<file path="src/rtl/disp_scan_sched_pkg.sv">
// disp_pkg: shared types and constants for the 7-segment scan scheduler.
//   scan_state_t : scheduler FSM states (IDLE, BLANK, DRIVE)
//   SEG_OFF      : all segments dark (active-low)
//   SEG_DASH     : middle bar only, used for non-BCD codes 10..15
//   SEG_0..SEG_9 : active-low digit patterns, bit order {g,f,e,d,c,b,a}
package disp_pkg;

  typedef enum logic [1:0] {
    IDLE  = 2'd0,
    BLANK = 2'd1,
    DRIVE = 2'd2
  } scan_state_t;

  localparam logic [6:0] SEG_OFF  = 7'h7F;
  localparam logic [6:0] SEG_DASH = 7'b0111111;

  localparam logic [6:0] SEG_0 = 7'b1000000;
  localparam logic [6:0] SEG_1 = 7'b1111001;
  localparam logic [6:0] SEG_2 = 7'b0100100;
  localparam logic [6:0] SEG_3 = 7'b0110000;
  localparam logic [6:0] SEG_4 = 7'b0011001;
  localparam logic [6:0] SEG_5 = 7'b0010010;
  localparam logic [6:0] SEG_6 = 7'b0000010;
  localparam logic [6:0] SEG_7 = 7'b1111000;
  localparam logic [6:0] SEG_8 = 7'b0000000;
  localparam logic [6:0] SEG_9 = 7'b0010000;

endpackage

</file>
<file path="src/rtl/disp_scan_sched_bcd7seg_lut.sv">
// bcd7seg_lut: combinational BCD to 7-segment decoder, active-low outputs.
//   bcd : 4-bit input code
//   seg : {g,f,e,d,c,b,a}, active-low; codes 10..15 decode to a dash
module bcd7seg_lut
  import disp_pkg::*;
(
  input  logic [3:0] bcd,
  output logic [6:0] seg
);

  always_comb begin
    seg = SEG_DASH;
    case (bcd)
      4'd0:    seg = SEG_0;
      4'd1:    seg = SEG_1;
      4'd2:    seg = SEG_2;
      4'd3:    seg = SEG_3;
      4'd4:    seg = SEG_4;
      4'd5:    seg = SEG_5;
      4'd6:    seg = SEG_6;
      4'd7:    seg = SEG_7;
      4'd8:    seg = SEG_8;
      4'd9:    seg = SEG_9;
      default: seg = SEG_DASH;
    endcase
  end

endmodule

</file>
<file path="src/rtl/disp_scan_sched.sv">
// disp_scan_sched: time-multiplexed scan scheduler for a shared common-anode
// 7-segment bus. Each digit slot opens with a blank interval to suppress
// ghosting, then drives one digit. Digit values are captured into a shadow
// register once per frame so a changing count never tears across digits.
//
// Parameters
//   fpga_freq  : clock frequency in Hz
//   refresh_hz : per-digit slot rate in Hz (SLOT = fpga_freq / refresh_hz)
//   ndig       : number of digits, 2..8
//   blank_cyc  : blank cycles at the start of every slot (1..SLOT-1)
// Ports
//   clk        : system clock
//   rst        : asynchronous reset, active-low
//   en         : display enable; 0 darkens the display on the next edge
//   digits     : BCD digits, digit i on [4i+3:4i], digit 0 rightmost
//   seg        : segments {g,f,e,d,c,b,a}, active-low, registered
//   an         : digit enables, active-low, at most one low, registered
//   frame_tick : one-cycle pulse on the last DRIVE cycle of each frame
// Build option
//   DISP_LEADING_ZERO_BLANK_EN : when defined, leading zero digits (all
//   digits from i up to the top are 0, i > 0) keep their anode off.
module disp_scan_sched
  import disp_pkg::*;
#(
  parameter int fpga_freq  = 50_000_000,
  parameter int refresh_hz = 1000,
  parameter int ndig       = 2,
  parameter int blank_cyc  = 16
) (
  input  logic              clk,
  input  logic              rst,
  input  logic              en,
  input  logic [4*ndig-1:0] digits,
  output logic [6:0]        seg,
  output logic [ndig-1:0]   an,
  output logic              frame_tick
);

  localparam int SLOT = fpga_freq / refresh_hz;
  localparam int CW   = (SLOT > 1) ? $clog2(SLOT) : 1;
  localparam int IW   = (ndig > 1) ? $clog2(ndig) : 1;

  localparam logic [CW-1:0] BLANK_LAST = CW'(blank_cyc - 1);
  localparam logic [CW-1:0] SLOT_LAST  = CW'(SLOT - 1);
  localparam logic [IW-1:0] LAST_IDX   = IW'(ndig - 1);

  generate
    if (!((SLOT > blank_cyc) && (blank_cyc >= 1))) begin : g_cfg_err
      $error("disp_scan_sched: need SLOT > blank_cyc and blank_cyc >= 1");
    end
  endgenerate

  scan_state_t             state, state_nxt;
  logic [CW-1:0]           cnt, cnt_nxt;
  logic [IW-1:0]           idx, idx_nxt;
  logic [ndig-1:0][3:0]    shadow, shadow_nxt;
  logic [3:0]              digit_sel;
  logic [6:0]              seg_dec;
  logic [6:0]              seg_nxt;
  logic [ndig-1:0]         an_nxt;
  logic                    tick_nxt;

`ifdef DISP_LEADING_ZERO_BLANK_EN
  // True when every shadow digit from position k upward is zero.
  function automatic logic upper_zero(input logic [ndig-1:0][3:0] d,
                                      input logic [IW-1:0] k);
    logic z;
    z = 1'b1;
    for (int i = 0; i < ndig; i++) begin
      if ((i >= int'(k)) && (d[i] != 4'd0)) z = 1'b0;
    end
    return z;
  endfunction
`endif

  // Next-state: slot counter runs 0..SLOT-1 across BLANK then DRIVE, so
  // the BLANK->DRIVE hand-off keeps counting instead of restarting.
  always_comb begin
    state_nxt  = state;
    cnt_nxt    = cnt;
    idx_nxt    = idx;
    shadow_nxt = shadow;
    if (!en) begin
      state_nxt = IDLE;
      cnt_nxt   = '0;
      idx_nxt   = '0;
    end else begin
      case (state)
        IDLE: begin
          state_nxt  = BLANK;
          cnt_nxt    = '0;
          idx_nxt    = '0;
          shadow_nxt = digits;
        end
        BLANK: begin
          if (cnt == BLANK_LAST) state_nxt = DRIVE;
          cnt_nxt = cnt + CW'(1);
        end
        DRIVE: begin
          if (cnt == SLOT_LAST) begin
            state_nxt = BLANK;
            cnt_nxt   = '0;
            if (idx == LAST_IDX) begin
              idx_nxt    = '0;
              shadow_nxt = digits;
            end else begin
              idx_nxt = idx + IW'(1);
            end
          end else begin
            cnt_nxt = cnt + CW'(1);
          end
        end
        default: begin
          state_nxt = IDLE;
          cnt_nxt   = '0;
          idx_nxt   = '0;
        end
      endcase
    end
  end

  // Outputs are derived from the next-state values and registered with the
  // state, so they change on the same edge as the state they describe.
  assign digit_sel = shadow_nxt[idx_nxt];

  bcd7seg_lut u_lut (
    .bcd (digit_sel),
    .seg (seg_dec)
  );

  always_comb begin
    seg_nxt  = SEG_OFF;
    an_nxt   = '1;
    tick_nxt = 1'b0;
    if (state_nxt == DRIVE) begin
      seg_nxt          = seg_dec;
      an_nxt[idx_nxt]  = 1'b0;
      tick_nxt         = (cnt_nxt == SLOT_LAST) && (idx_nxt == LAST_IDX);
`ifdef DISP_LEADING_ZERO_BLANK_EN
      if ((idx_nxt != '0) && upper_zero(shadow_nxt, idx_nxt)) an_nxt = '1;
`endif
    end
  end

  // Control and output registers
  always_ff @(posedge clk or negedge rst) begin
    if (!rst) begin
      state      <= IDLE;
      cnt        <= '0;
      idx        <= '0;
      seg        <= SEG_OFF;
      an         <= '1;
      frame_tick <= 1'b0;
    end else begin
      state      <= state_nxt;
      cnt        <= cnt_nxt;
      idx        <= idx_nxt;
      seg        <= seg_nxt;
      an         <= an_nxt;
      frame_tick <= tick_nxt;
    end
  end

  // Shadow digits are data only; they are always loaded before any DRIVE.
  always_ff @(posedge clk) begin
    shadow <= shadow_nxt;
  end

endmodule

</file>
<file path="config.mk">
export PLATFORM = sky130hd
export DESIGN_NAME = disp_scan_sched
export DESIGN_NICKNAME = d
export VERILOG_FILES = /design/src/rtl/disp_scan_sched_pkg.sv /design/src/rtl/disp_scan_sched_bcd7seg_lut.sv /design/src/rtl/disp_scan_sched.sv
export SDC_FILE = /design/constraint.sdc
export NUM_CORES = 1
export LEC_CHECK = 0
export CAP_MARGIN = 15
export CORE_MARGIN = 2
export CORE_UTILIZATION = 50
export DETAILED_ROUTE_END_ITERATION = 6
export PLACE_DENSITY = 0.75
export SLEW_MARGIN = 40
export SYNTH_ARGS = -nofsm -noshare
export SYNTH_HDL_FRONTEND = slang
export SYNTH_SLANG_ARGS = --single-unit
export TNS_END_PERCENT = 20
</file>
<file path="constraint.sdc">
create_clock -name clk -period 4.7 [get_ports clk]
set_input_delay 0.47 -clock clk [delete_from_list [all_inputs] [get_ports clk]]
set_output_delay 0.47 -clock clk [all_outputs]
set_load 0.01 [all_outputs]
</file>
==> results.md, run 1 <==
STA:
- In this run the tightest slew margin relative to its limit is 66.1%.
- The final period utilization is 62.6%.
- Across the routed clock network, the largest skew measured is 0.00842 ns.
- Adding up every negative setup slack in the final design gives 0 ns.
- Derived from the worst setup path, the maximum achievable clock frequency is roughly 340 MHz.
- Setup repair after global routing left no endpoint under its margin.
- The count of endpoints failing hold in the final timing report came to 0.
- The final max-slew violation count is 0.
- For the pin with the worst max-slew slack, the measured transition is around 0.50 ns.
- After layout, the minimum clock period comes to just under 3 ns.
- Setup violations remaining at the end of the flow were counted as 0.

Final layout:
- Once layout is done, the placed cells without fillers occupy ~0.0024 mm².
- Of the cells placed in the final design, the portion with a size suffix greater than 1 is about 14%.
- The post-synthesis to final-layout area growth is 16.0%.
- The count of filler cells inserted in the layout is about 340.
- 0 antenna diodes ended up in the layout.
- The number of nets at the end of the flow is roughly 250.
- The non-filler instance count after layout is around 280.

Detailed routing:
- The count of antenna-violating nets left after detailed routing is 0.
- The detail-routed via count per cell is around 5.4.
- The number of vias in the routed layout is ~1500.
- Dividing the detail-routed wire length by the instance count gives 14.4 µm.
- The wire length reported by the detailed router is between 4000 and 5000 µm.
- The count of unresolved DRC violations after routing is 0.
- The number of DRC violations after detailed-routing iteration 0 is slightly below 90.
- The number of detailed-route iterations in the first pass is 4.

Floorplanning:
- The initial core utilization is about 51%.
- The die covers about 0.0046 mm².
- The floorplan has 23 rows.
- The placeable core area is around 0.0040 mm².
- The floorplan step set the die height to 67.9 µm.
- The number of I/O pins is 21.
- The x dimension of the die is roughly 68 µm.

Synthesis:
- After synthesis, the mean cell area works out to 9.96 µm².
- In this run, synthesis produced a sequential element count of 37.
- In the synthesized netlist, the number of instances is ~210.
- For this run, the register share of the synthesized area comes to 43.9%.
- The cell area after synthesis is 0.00204 mm².
- When the netlist entered floorplanning its net count stood at 226.
- Synthesis instantiated about 50 different standard cells from the library.
- The number of warning messages in the yosys log is 0.

Power:
- The internal portion of total power is roughly 0.00047 W.
- The cell leakage power is roughly 1 nW.
- The combinational cell fraction of total power is about 14%.
- Per report_power, the sequential group accounts for a little over half of the total.
- In this run the power spent charging and discharging nets is 0.000167 W.
- The clock network accounts for roughly 34% of the total power.
- VDD sags by at most approximately 0.15 mV.
- The power density over the cells is ~270 mW/mm².
- The switching share of power is 26.2%.

Global route:
- The pin count of the biggest net entering global routing is 30.
- The total grt overflow is 0.
- The first global-routing pass estimated between 6000 and 7000 µm of wire.
- Across every metal layer, demand over resource in global routing totals approximately a fifth.
- The number of antenna violations at the first check in global routing is 0.
- The via count of the first global-routing pass came to 1448.

Hold path:
- The tightest min-delay check is of the register to register type.
- The beginning of the worst hold path is shadow[1].

Setup path:
- The kind of critical path is register to register.
- The nature of the critical path startpoint is a register.
- The reg-to-reg critical path startpoint is cnt[11].
- The required time of the critical path is 4.92 ns.
- The arrival time at the worst endpoint is approximately 3.2 ns.
- Along the worst path, the maximum fanout reaches 7.
- The most critical setup path has its startpoint at cnt[11].
- The worst setup path is captured at a register.

Placement:
- The instance count after placement with tap cells included is 271.
- Routability-driven placement finished with a final weighted congestion of between 0.8 and 0.9.
- The total cell area at the placement stage is 0.00229 mm².
- Buffers placed on the I/O ports in this run total 20.
- The half-perimeter wire length after detailed placement is around 3000 µm.

Clock tree:
- The post-CTS setup buffer count is 0.
- The clock input transition at the sequential cells of the worst setup and hold paths is roughly 0.07 ns.
- The number of H-tree branching levels is 2.
- The largest buffer count on any clock path is 2.
- For the worst-skew pair, the clock arrives at the later sink with an insertion delay of between 0.2 and 0.3 ns.
- The root buffer cell is sky130_fd_sc_hd__clkbuf_8.
- The number of clock sinks is 37.
- The post-cts sizing count is 0.
- For this design, the CTS-stage hold fixing added 0 buffers.
- TritonCTS built the clock tree.
- Buffers inserted during clock tree synthesis total 5.

Run status:
- The flow ran to the end, and the final reports show no timing, DRC or antenna violations.

Run:
- The number of max-capacitance violations reported is 0.
## sequential cells by signal, indices dropped and copies added (netlist names)
| signal | flops |
|---|---|
| shadow | 8 |
| an | 2 |
| cnt | 16 |
| frame_tick | 1 |
| seg | 7 |
| idx | 1 |
| state | 2 |
## metrics by stage
| step | util (%) | worst slack, ns | hold WS [ns] | total power (W) |
|---|---|---|---|---|
| global placement | 57.6 | 1.84 | 0.465 | 0.000425 |
| finish | 59.6 | 1.76 | 0.489 | 0.000638 |
| CTS | 59.6 | 1.76 | 0.490 | 0.000646 |
| floorplan | - | 1.97 | 0.174 | 0.000398 |
| detailed placement | 57.6 | 1.78 | 0.472 | 0.000429 |
| global route | 59.6 | 1.60 | 0.505 | 0.000670 |
## area by class of cell
cell class	count	area, µm²	area share (%)
Clock buffer	7	76.3	3.22
Clock inverter	1	5.00	0.211
Inverter	16	60.1	2.54
Multi-Input combinational cell	146	1050	44.4
Sequential cell	37	897	37.9
Tap cell	50	62.6	2.64
Timing Repair Buffer	22	215	9.09
## layout by cell type (no fill, tap or decap), types with 2 or more instances in the layout
master | Yosys | routed
sky130_fd_sc_hd__nor4_1 | 2 | 2
sky130_fd_sc_hd__mux2i_1 | 2 | 2
sky130_fd_sc_hd__a31oi_1 | 4 | 4
sky130_fd_sc_hd__or4_1 | 2 | 2
sky130_fd_sc_hd__xor2_1 | 6 | 6
sky130_fd_sc_hd__dfxtp_1 | 8 | 8
sky130_fd_sc_hd__nor2_1 | 25 | 25
sky130_fd_sc_hd__dfrtp_1 | 20 | 20
sky130_fd_sc_hd__mux2_4 | 3 | 3
sky130_fd_sc_hd__nand4_1 | 4 | 4
sky130_fd_sc_hd__o21ai_0 | 4 | 4
sky130_fd_sc_hd__a21oi_1 | 2 | 2
sky130_fd_sc_hd__nor3_1 | 4 | 4
sky130_fd_sc_hd__inv_1 | 15 | 15
sky130_fd_sc_hd__a21boi_0 | 2 | 2
sky130_fd_sc_hd__xnor2_1 | 11 | 11
sky130_fd_sc_hd__nor4_4 | 2 | 2
sky130_fd_sc_hd__clkbuf_1 | 3 | 2
sky130_fd_sc_hd__clkdlybuf4s50_1 | 0 | 20
sky130_fd_sc_hd__nand2b_1 | 2 | 2
sky130_fd_sc_hd__and2_1 | 4 | 4
sky130_fd_sc_hd__clkbuf_8 | 0 | 5
sky130_fd_sc_hd__nand3_1 | 9 | 9
sky130_fd_sc_hd__a32oi_1 | 6 | 6
sky130_fd_sc_hd__dfstp_2 | 9 | 9
sky130_fd_sc_hd__o21ai_1 | 3 | 3
sky130_fd_sc_hd__buf_4 | 0 | 2
sky130_fd_sc_hd__and3_1 | 4 | 4
sky130_fd_sc_hd__ha_1 | 10 | 10
sky130_fd_sc_hd__a32o_1 | 2 | 2
sky130_fd_sc_hd__nand2_1 | 13 | 13
sky130_fd_sc_hd__nor3b_1 | 3 | 3
## power groups by stage
stage                     sequential [W]  clock (W)  combinational, W
after detailed placement        0.000338          0         0.0000903
after floorplan                 0.000337          0         0.0000609
final                           0.000333   0.000216         0.0000901
after global placement          0.000338          0         0.0000869
after CTS                       0.000332   0.000223         0.0000905
after global routing            0.000333   0.000235          0.000102
## Yosys cell counts, drive strengths merged
cell | number | area, µm²
a21o | 1 | 7.51
a31oi | 4 | 25.0
mux2 | 4 | 56.3
a31o | 1 | 8.76
nand2 | 13 | 48.8
mux2i | 4 | 56.3
xnor2 | 11 | 96.3
dfxtp | 8 | 160
nor3b | 3 | 22.5
o21ai | 7 | 35.0
inv | 16 | 60.1
and3 | 5 | 32.5
o221a | 1 | 11.3
nand4 | 4 | 25.0
or3 | 1 | 7.51
dfstp | 9 | 236
a32o | 2 | 20.0
xor2 | 6 | 52.6
o2bb2ai | 1 | 8.76
nor3 | 4 | 20.0
or4 | 3 | 26.3
o221ai | 1 | 8.76
dfrtp | 20 | 500
nor2 | 25 | 93.8
a21boi | 3 | 22.5
clkbuf | 3 | 11.3
nand4b | 1 | 8.76
nor4 | 4 | 55.1
a32oi | 6 | 52.6
a211oi | 1 | 7.51
nand3b | 1 | 7.51
buf | 3 | 21.3
a21oi | 2 | 10.0
nand2b | 2 | 12.5
and2 | 4 | 25.0
ha | 10 | 125
nand3 | 10 | 55.1
o21bai | 1 | 7.51
## routing by layer
| layer | routed length, µm | track usage, % |
|---|---|---|
| met5 | 0 | 0 |
| met4 | 47 | 6.00 |
| met3 | 139 | 4.44 |
| met2 | 1930 | 32.6 |
| met1 | 1890 | 25.9 |
## worst max-delay path: stages, from the launching register on
cell and delay [ns]:
sky130_fd_sc_hd__dfrtp_1 0.45, sky130_fd_sc_hd__or4_4 0.55, sky130_fd_sc_hd__nor4_4 0.29, sky130_fd_sc_hd__and2_1 0.21, sky130_fd_sc_hd__o221a_2 0.35, sky130_fd_sc_hd__mux2_2 0.43, sky130_fd_sc_hd__ha_1 0.31, sky130_fd_sc_hd__inv_1 0.07
sky130_fd_sc_hd__mux2i_1 0.06, sky130_fd_sc_hd__a21oi_1 0.15
## worst paths after layout
check / end / slack [ns] / cells past startpoint
max: seg[3] / 1.76 / 9
min: shadow[1] / 0.49 / 2
max reg2reg: seg[3] / 1.76 / 9
min reg2reg: shadow[1] / 0.49 / 2
max in group asynchronous: seg[3] / 3.83 / 2
min in group asynchronous: cnt[12] / 0.55 / 2
## cells by family after synthesis
kind of cell | after synthesis | synth area share (%)
AND/OR/NAND/NOR | 80 | 21.6
flip-flops | 37 | 43.9
AO/OA/AOI/OAI | 31 | 11.0
buffers and inverters | 22 | 4.53
XOR/XNOR | 17 | 7.29
adder cells (fa/ha/maj) | 10 | 6.13
multiplexers | 8 | 5.51
(Power assumes the default switching activity.)
==> run 2: changes to the inputs <==
==> constraint.sdc (replaced) <==
create_clock -name clk -period 2.95 [get_ports clk]
set_input_delay 0.295 -clock clk [delete_from_list [all_inputs] [get_ports clk]]
set_output_delay 0.295 -clock clk [all_outputs]
set_load 0.01 [all_outputs]
==> run 2 against run 1 <==
  * Global-route usage increased by 0.15 points
  * Cell count rose by 1.4%
  * Via count is 2.0% higher
  * Setup slack got worse by 1.6 ns
  * Count of clock-buffer cells in the layout shrank 2
  * Sequential share of layout area fell by 0.67 points
  * Sequential power up 59%
  * Non-clock buffer count is 4 higher
  * Maximum frequency increased by 6.3%
  * Routed wire length up 1.4%
  * Critical endpoint is now seg[5]
==> results.md, run 2 (synthesis gave the netlist of run 1 again) <==
Clock tree:
- The root buffer cell is sky130_fd_sc_hd__clkbuf_8 (unchanged).
- The largest buffer count on any clock path is 2 (unchanged).
- The number of H-tree branching levels is 2 (unchanged).
- The TritonCTS clock tree is built (unchanged).
- The clock input transition at the sequential cells of the worst setup and hold paths is 0.08 ns (was 0.07 ns).
- The clock insertion delay at the later pin of the skew report is 0.30 ns (was 0.29 ns).
- The number of buffers created by CTS is 5 (unchanged).
- The number of clock sinks is 37 (unchanged).

Global route:
- The total grt overflow is 0 (unchanged).
- The via count of the first global-routing pass is 1461 (was 1448).
- The global router's overall resource usage is 19.9% (was 19.8%).
- The number of antenna violations at the first check in global routing is 0 (unchanged).
- The wire length of the first global-routing pass came to 6820 µm (was 6800 µm).
- The pin count of the biggest net entering global routing is 23 (was 30).

Final layout:
- The count of filler cells inserted in the layout is 351 (was 343).
- The register ranked first by flip-flop count is cnt (unchanged).
- The commonest non-fill, non-tap cell in the layout is sky130_fd_sc_hd__nor2_1 (unchanged).
- The flip-flop count of the largest register after layout is 16 (unchanged).
- The fraction of final layout cells with drive strength greater than 1 is 16.7% (was 14.0%).
- The post-synthesis to final-layout area growth is 18.1% (was 16.0%).
- The antenna diode instance count is 0 (unchanged).
- The post-layout instance area was 0.00241 mm² (was 0.00237 mm²).
- The number of nets at the end of the flow is 253 (was 249).
- Largest registers in the final layout: cnt: 16 flops, shadow: 8 flops, seg: 7 flops (unchanged).
- Commonest non-fill, non-tap cells in the layout: 25 x sky130_fd_sc_hd__nor2_1, 20 x sky130_fd_sc_hd__dfrtp_1, 19 x sky130_fd_sc_hd__clkdlybuf4s50_1 (was 25 x sky130_fd_sc_hd__nor2_1, 20 x sky130_fd_sc_hd__dfrtp_1, 20 x sky130_fd_sc_hd__clkdlybuf4s50_1).

Placement:
- The global placement routability congestion is 0.876 (was 0.841).
- The worst setup slack after placement is 0.203 ns (was 1.78 ns).
- The half-perimeter wire length after detailed placement is 3080 µm (was 2920 µm).
- The total cell area at the placement stage is 0.00230 mm² (was 0.00229 mm²).
- The number of port buffers is 20 (unchanged).

Detailed routing:
- The number of vias in the routed layout is 1550 (was 1519).
- The count of antenna-violating nets left after detailed routing came to 0 (unchanged).
- The detail-routed via count per cell is 5.48 (was 5.44).
- The number of detailed-route iterations in the first pass was 4 (unchanged).
- The wire length reported by the detailed router is 4060 µm (was 4000 µm).
- The number of DRC violations after detailed-routing iteration 0 came to 74 (was 87).
- The count of unresolved DRC violations after routing came to 0 (unchanged).
- The average routed wire per standard cell came to 14.4 µm (about the same).

Hold path:
- The class of the worst hold path is input port to async pin (was register to register).

Run:
- The number of max-capacitance violations reported is 0 (unchanged).

STA:
- The final period utilization is 93.9% (was 62.6%).
- The final max-slew violation count was 0 (unchanged).
- The clock tree skew after final layout came to 0.00952 ns (was 0.00842 ns).
- The maximum operating frequency was 361 MHz (was 340 MHz).
- The worst-margin pin slew is 0.487 ns (was 0.498 ns).
- The final-layout setup total negative slack is 0 ns (unchanged).
- The count of endpoints failing hold in the final timing report is 0 (unchanged).
- The final critical-path required period is 2.77 ns (was 2.94 ns).
- The total setup violations reported at the end of the flow was 0 (unchanged).
- The worst-case setup margin in the final layout is 0.181 ns (was 1.76 ns).
- Unrepaired setup endpoints after global routing: false (unchanged).
- The remaining max-slew budget at the tightest pin is 66.9% (was 66.1%).

Floorplanning:
- The initial core utilization was 51.4% (unchanged).
- The x dimension of the die is 67.9 µm (unchanged).
- The site row count was 23 (unchanged).
- The chip height is 67.9 µm (unchanged).
- The die outline area came to 0.00461 mm² (unchanged).
- The number of I/O pins is 21 (unchanged).
- The placeable core area is 0.00397 mm² (unchanged).

Setup path:
- The critical path endpoint category is a register (unchanged).
- The maximum fanout along the worst path is 7 (unchanged).
- The number of buffer and inverter stages on the critical path is 1 (unchanged).
- The cell type of the slowest stage on the worst timing path is sky130_fd_sc_hd__or4_4 (unchanged).
- List of cells traversed by the critical path: or4_4 -> nor4_4 -> and2_1 -> o221a_2 -> mux2_2 -> inv_1 -> ha_1 -> o21ai_0 -> o221ai_1 (was or4_4 -> nor4_4 -> and2_1 -> o221a_2 -> mux2_2 -> ha_1 -> inv_1 -> mux2i_1 -> a21oi_1).
- The arrival time at the worst endpoint is 2.98 ns (was 3.16 ns).
- The stage delay of the slowest cell on the critical path came to 0.55 ns (about the same).
- The kind of critical path is register to register (unchanged).
- The nature of the critical path startpoint is a register (unchanged).
- The family of cells with the greatest summed delay on the critical path was simple AND/OR/NAND/NOR gates (unchanged).
- The required time of the critical path is 3.16 ns (was 4.92 ns).

Power:
- The cell leakage power is 0.997 nW (was 0.986 nW).
- The highest ir drop seen on vdd is 0.298 mV (was 0.150 mV).
- The power density over the cells came to 429 mW/mm² (was 269 mW/mm²).

Run status:
- Result of the run: complete, no violations (unchanged).
[run 2: cell types whose count changed in the layout (fill, tap and decap cells not counted)]
cell / delta
sky130_fd_sc_hd__buf_2: +1
sky130_fd_sc_hd__dlygate4sd3_1: +1
sky130_fd_sc_hd__clkdlybuf4s50_1: -1
sky130_fd_sc_hd__clkbuf_1: -2
sky130_fd_sc_hd__nor3_1: -1
sky130_fd_sc_hd__nor3_2: +1
sky130_fd_sc_hd__clkinvlp_4: +3
sky130_fd_sc_hd__buf_4: +3
sky130_fd_sc_hd__clkinv_2: -1
[run 2: area by class of cell]
type / instances / area (µm²) / share of cell area, %
Tap cell: 50 / 62.6 / 2.59
Clock buffer: 5 / 68.8 / 2.85
Clock inverter: 3 / 22.5 / 0.934
Sequential cell: 37 / 897 / 37.2
Multi-Input combinational cell: 146 / 1060 / 43.9
Timing Repair Buffer: 26 / 243 / 10.1
Inverter: 16 / 60.1 / 2.49
[run 2: path summary, 6_finish.rpt]
kind / from / end / slack (ns) / cells past startpoint
hold reg to reg: cnt[0] / cnt[0] / 0.50 / 1
hold / removal: rst / cnt[12] / 0.49 / 2
max in group asynchronous: rst / an[1] / 1.87 / 3
setup / recovery: cnt[11] / seg[5] / 0.18 / 9
setup reg to reg: cnt[11] / seg[5] / 0.18 / 9
min in group clk: cnt[0] / cnt[0] / 0.50 / 1
[run 2: stage by stage]
| step | hold WS (ns) | util (%) | power, W | instances |
|---|---|---|---|---|
| 2_1_floorplan | -0.000591 | - | 0.000635 | 205 |
| 3_3_place_gp | 0.457 | 58.2 | 0.000679 | 274 |
| 3_5_place_dp | 0.304 | 58.0 | 0.000680 | 274 |
| 4_1_cts | 0.486 | 60.6 | 0.00104 | 283 |
| 5_1_grt | 0.500 | 60.7 | 0.00109 | 283 |
| 6_report | 0.492 | 60.7 | 0.00103 | 283 |
[run 2: where the power goes]
group | leakage [nW] | internal (W) | switching [W]
sequential | 0.440 | 0.000523 | 0.00000665
clock | 0.0364 | 0.000166 | 0.000197
combinational | 0.521 | 0.0000615 | 0.0000801
total | 0.997 | 0.000751 | 0.000283
[run 2: metal layers]
metal / part of all wire (%) / track usage (%) / routed length, µm / up-vias
met1: 47 / 25.7 / 1930 / 734
li1: - / - / - / 769
met5: 0 / 0 / 0 / -
met4: 1.9 / 8.00 / 76 / 0
met2: 47 / 32.7 / 1890 / 39
met3: 4.1 / 3.95 / 166 / 8
[run 2: timing repair]
action,CTS,global route
endpoints found under the setup margin,0,1
hold endpoints to repair,20,0
gates resized for setup,0,1
hold buffers,1,0
setup buffers,0,0
==> run 3: changes to the inputs <==
--- a/config.mk
+++ b/config.mk
@@ -10,6 +10,7 @@
 export CORE_UTILIZATION = 50
 export DETAILED_ROUTE_END_ITERATION = 6
 export PLACE_DENSITY = 0.75
+export RECOVER_POWER = 50
 export SLEW_MARGIN = 40
 export SYNTH_ARGS = -nofsm -noshare
 export SYNTH_HDL_FRONTEND = slang
==> run 3 against run 2 <==
  * Flip-flop and latch count did not move
  * Sequential share of layout area rose by 0.077 points
  * Non-clock buffer count did not move
  * Maximum frequency rose by 0.15%
  * Critical path depth did not move
  * Via count rose by 0.45%
  * Die area did not move
  * Cell count did not move
  * Count of clock-buffer cells in the layout did not move
  * Clock skew barely moved
  * Cell area fell by 0.21%
  * Hold slack improved by 0.0033 ns
  * Critical path type unchanged
  * Highest routed layer unchanged
==> results.md, run 3 (synthesis gave the netlist of run 1 again) <==
Global route:
- The number of antenna violations at the first check in global routing is 0 (unchanged).
- The total grt overflow is 0 (unchanged).
- The wire length of the first global-routing pass was 6820 µm (unchanged).
- The via count of the first global-routing pass is 1461 (unchanged).
- The global router's overall resource usage was 19.9% (unchanged).
- The pin count of the biggest net entering global routing is 23 (unchanged).

Run status:
- Result of the run: complete, no violations (unchanged).

STA:
- The final max-slew violation count is 0 (unchanged).
- The clock tree skew after final layout is 0.00922 ns (was 0.00952 ns).
- The worst hold-check slack is 0.496 ns (was 0.492 ns).
- The worst-margin pin slew was 1.22 ns (was 0.487 ns).
- The remaining max-slew budget at the tightest pin is 18.9% (was 66.9%).
- The final period utilization is 93.7% (was 93.9%).
- The total setup violations reported at the end of the flow is 0 (unchanged).
- The final critical-path required period is 2.77 ns (about the same).
- The count of endpoints failing hold in the final timing report is 0 (unchanged).
- The final-layout setup total negative slack is 0 ns (unchanged).
- Unrepaired setup endpoints after global routing: false (unchanged).
- The maximum operating frequency came to 362 MHz (was 361 MHz).

Floorplanning:
- The die outline area is 0.00461 mm² (unchanged).
- The chip height is 67.9 µm (unchanged).
- The x dimension of the die is 67.9 µm (unchanged).
- The initial core utilization is 51.4% (unchanged).
- The site row count came to 23 (unchanged).
- The placeable core area is 0.00397 mm² (unchanged).
- The number of I/O pins is 21 (unchanged).

Power:
- The highest ir drop seen on vdd is 0.298 mV (about the same).
- The cell leakage power is 0.973 nW (was 0.997 nW).
- The power density over the cells is 429 mW/mm² (about the same).

Clock tree:
- The post-CTS setup buffer count is 0 (unchanged).
- The clock input transition at the sequential cells of the worst setup and hold paths was 0.08 ns (about the same).
- The largest buffer count on any clock path is 2 (unchanged).
- The number of clock sinks was 37 (unchanged).
- The clock insertion delay at the later pin of the skew report is 0.30 ns (about the same).
- The number of buffers created by CTS is 5 (unchanged).
- The TritonCTS clock tree was built (unchanged).
- The number of H-tree branching levels is 2 (unchanged).
- The root buffer cell is sky130_fd_sc_hd__clkbuf_8 (unchanged).

Placement:
- The global placement routability congestion came to 0.876 (unchanged).
- The half-perimeter wire length after detailed placement came to 3080 µm (unchanged).
- The total cell area at the placement stage is 0.00230 mm² (unchanged).
- The number of port buffers is 20 (unchanged).

Detailed routing:
- The highest metal layer with signal wires was met4 (unchanged).
- The count of unresolved DRC violations after routing is 0 (unchanged).
- The met3 wire length came to 161 µm (was 166 µm).
- The number of DRC violations after detailed-routing iteration 0 is 75 (was 74).
- The number of vias in the routed layout is 1557 (was 1550).
- The number of detailed-route iterations in the first pass is 4 (unchanged).
- The average routed wire per standard cell is 14.3 µm (was 14.4 µm).
- The wire length reported by the detailed router is 4060 µm (about the same).
- The count of antenna-violating nets left after detailed routing was 0 (unchanged).
- The detailed-route wire length on metal 1 is 1940 µm (was 1930 µm).
- The wire length on met2 was 1880 µm (was 1890 µm).
- The detail-routed via count per cell is 5.50 (was 5.48).

Setup path:
- The kind of critical path is register to register (unchanged).
- The nature of the critical path startpoint is a register (unchanged).
- The stage delay of the slowest cell on the critical path came to 0.55 ns (about the same).
- List of cells traversed by the critical path: or4_4 -> nor4_4 -> and2_1 -> o221a_2 -> mux2_2 -> inv_1 -> ha_1 -> o21ai_0 -> o221ai_1 (unchanged).
- The cell type of the slowest stage on the worst timing path is sky130_fd_sc_hd__or4_4 (unchanged).
- The required time of the critical path is 3.16 ns (about the same).
- The number of buffer and inverter stages on the critical path came to 1 (unchanged).
- The family of cells with the greatest summed delay on the critical path is simple AND/OR/NAND/NOR gates (unchanged).
- The maximum fanout along the worst path is 7 (unchanged).
- The critical path endpoint category was a register (unchanged).
- The arrival time at the worst endpoint is 2.97 ns (was 2.98 ns).

Final layout:
- The post-layout instance area is 0.00241 mm² (about the same).
- The commonest non-fill, non-tap cell in the layout is sky130_fd_sc_hd__nor2_1 (unchanged).
- Commonest non-fill, non-tap cells in the layout: 25 x sky130_fd_sc_hd__nor2_1, 20 x sky130_fd_sc_hd__dfrtp_1, 15 x sky130_fd_sc_hd__inv_1 (was 25 x sky130_fd_sc_hd__nor2_1, 20 x sky130_fd_sc_hd__dfrtp_1, 19 x sky130_fd_sc_hd__clkdlybuf4s50_1).
- Largest registers in the final layout: cnt: 16 flops, shadow: 8 flops, seg: 7 flops (unchanged).
- The number of nets at the end of the flow is 253 (unchanged).
- The antenna diode instance count is 0 (unchanged).
- The register ranked first by flip-flop count is cnt (unchanged).
- The fraction of final layout cells with drive strength greater than 1 is 15.9% (was 16.7%).
- The post-synthesis to final-layout area growth came to 17.8% (was 18.1%).
- The count of filler cells inserted in the layout was 353 (was 351).
- The flip-flop count of the largest register after layout is 16 (unchanged).
- The area of all sequential standard cells is 897 µm² (unchanged).
- The area of combinational cells with multiple inputs is 0.00106 mm² (unchanged).

Hold path:
- The class of the worst hold path is register to register (was input port to async pin).

Run:
- The number of max-capacitance violations reported came to 0 (unchanged).
## run 3: worst register-to-register path, cell delays in order (launching register included)
cell	delay [ns]
sky130_fd_sc_hd__dfrtp_1	0.45
sky130_fd_sc_hd__or4_4	0.55
sky130_fd_sc_hd__nor4_4	0.23
sky130_fd_sc_hd__and2_1	0.21
sky130_fd_sc_hd__o221a_2	0.26
sky130_fd_sc_hd__mux2_2	0.40
sky130_fd_sc_hd__inv_1	0.10
sky130_fd_sc_hd__ha_1	0.16
sky130_fd_sc_hd__o21ai_0	0.09
sky130_fd_sc_hd__o221ai_1	0.23
## run 3: power breakdown
part           total [W]  internal (W)  switching [W]  leakage [nW]
registers       0.000530      0.000524     0.00000685         0.440
clock network   0.000362      0.000166       0.000196        0.0364
logic           0.000141     0.0000607      0.0000803         0.497
## run 3: metrics by stage
step | total power (W) | cells | utilization [%] | setup WS, ns
global route | 0.00108 | 283 | 60.6 | 0.00177
global placement | 0.000679 | 274 | 58.2 | 0.248
detailed placement | 0.000680 | 274 | 58.0 | 0.203
CTS | 0.00104 | 283 | 60.6 | 0.174
finish | 0.00103 | 283 | 60.6 | 0.185
floorplan | 0.000635 | 205 | - | 0.220
## run 3: path summary, 6_finish.rpt
| path | from | end | slack [ns] | depth (start not counted) |
|---|---|---|---|---|
| max | cnt[11] | seg[5] | 0.18 | 9 |
| min | cnt[0] | cnt[0] | 0.50 | 1 |
| max reg2reg | cnt[11] | seg[5] | 0.18 | 9 |
| min reg2reg | cnt[0] | cnt[0] | 0.50 | 1 |
| max in group asynchronous | rst | an[1] | 1.24 | 3 |
| min in group asynchronous | rst | cnt[8] | 0.77 | 2 |
## run 3: area by class of cell
type	count	share of cell area [%]
clock inverter	3	0.936
multi-input combinational	146	43.9
clock buffer	5	2.86
sequential	37	37.3
inverter	16	2.50
tap	50	2.60
timing repair buffer	26	9.88
## run 3: layer usage
layer,vias up,global-route usage (%)
met5,-,0
met4,0,8.00
met3,8,3.95
met2,41,32.7
met1,737,25.7
li1,771,-
## run 3: what timing repair did
| action | in CTS | in global routing |
|---|---|---|
| endpoints found under the hold margin | 20 | 0 |
| endpoints found under the setup margin | 0 | 1 |
| hold buffers | 1 | 0 |
| resized for setup | 0 | 1 |
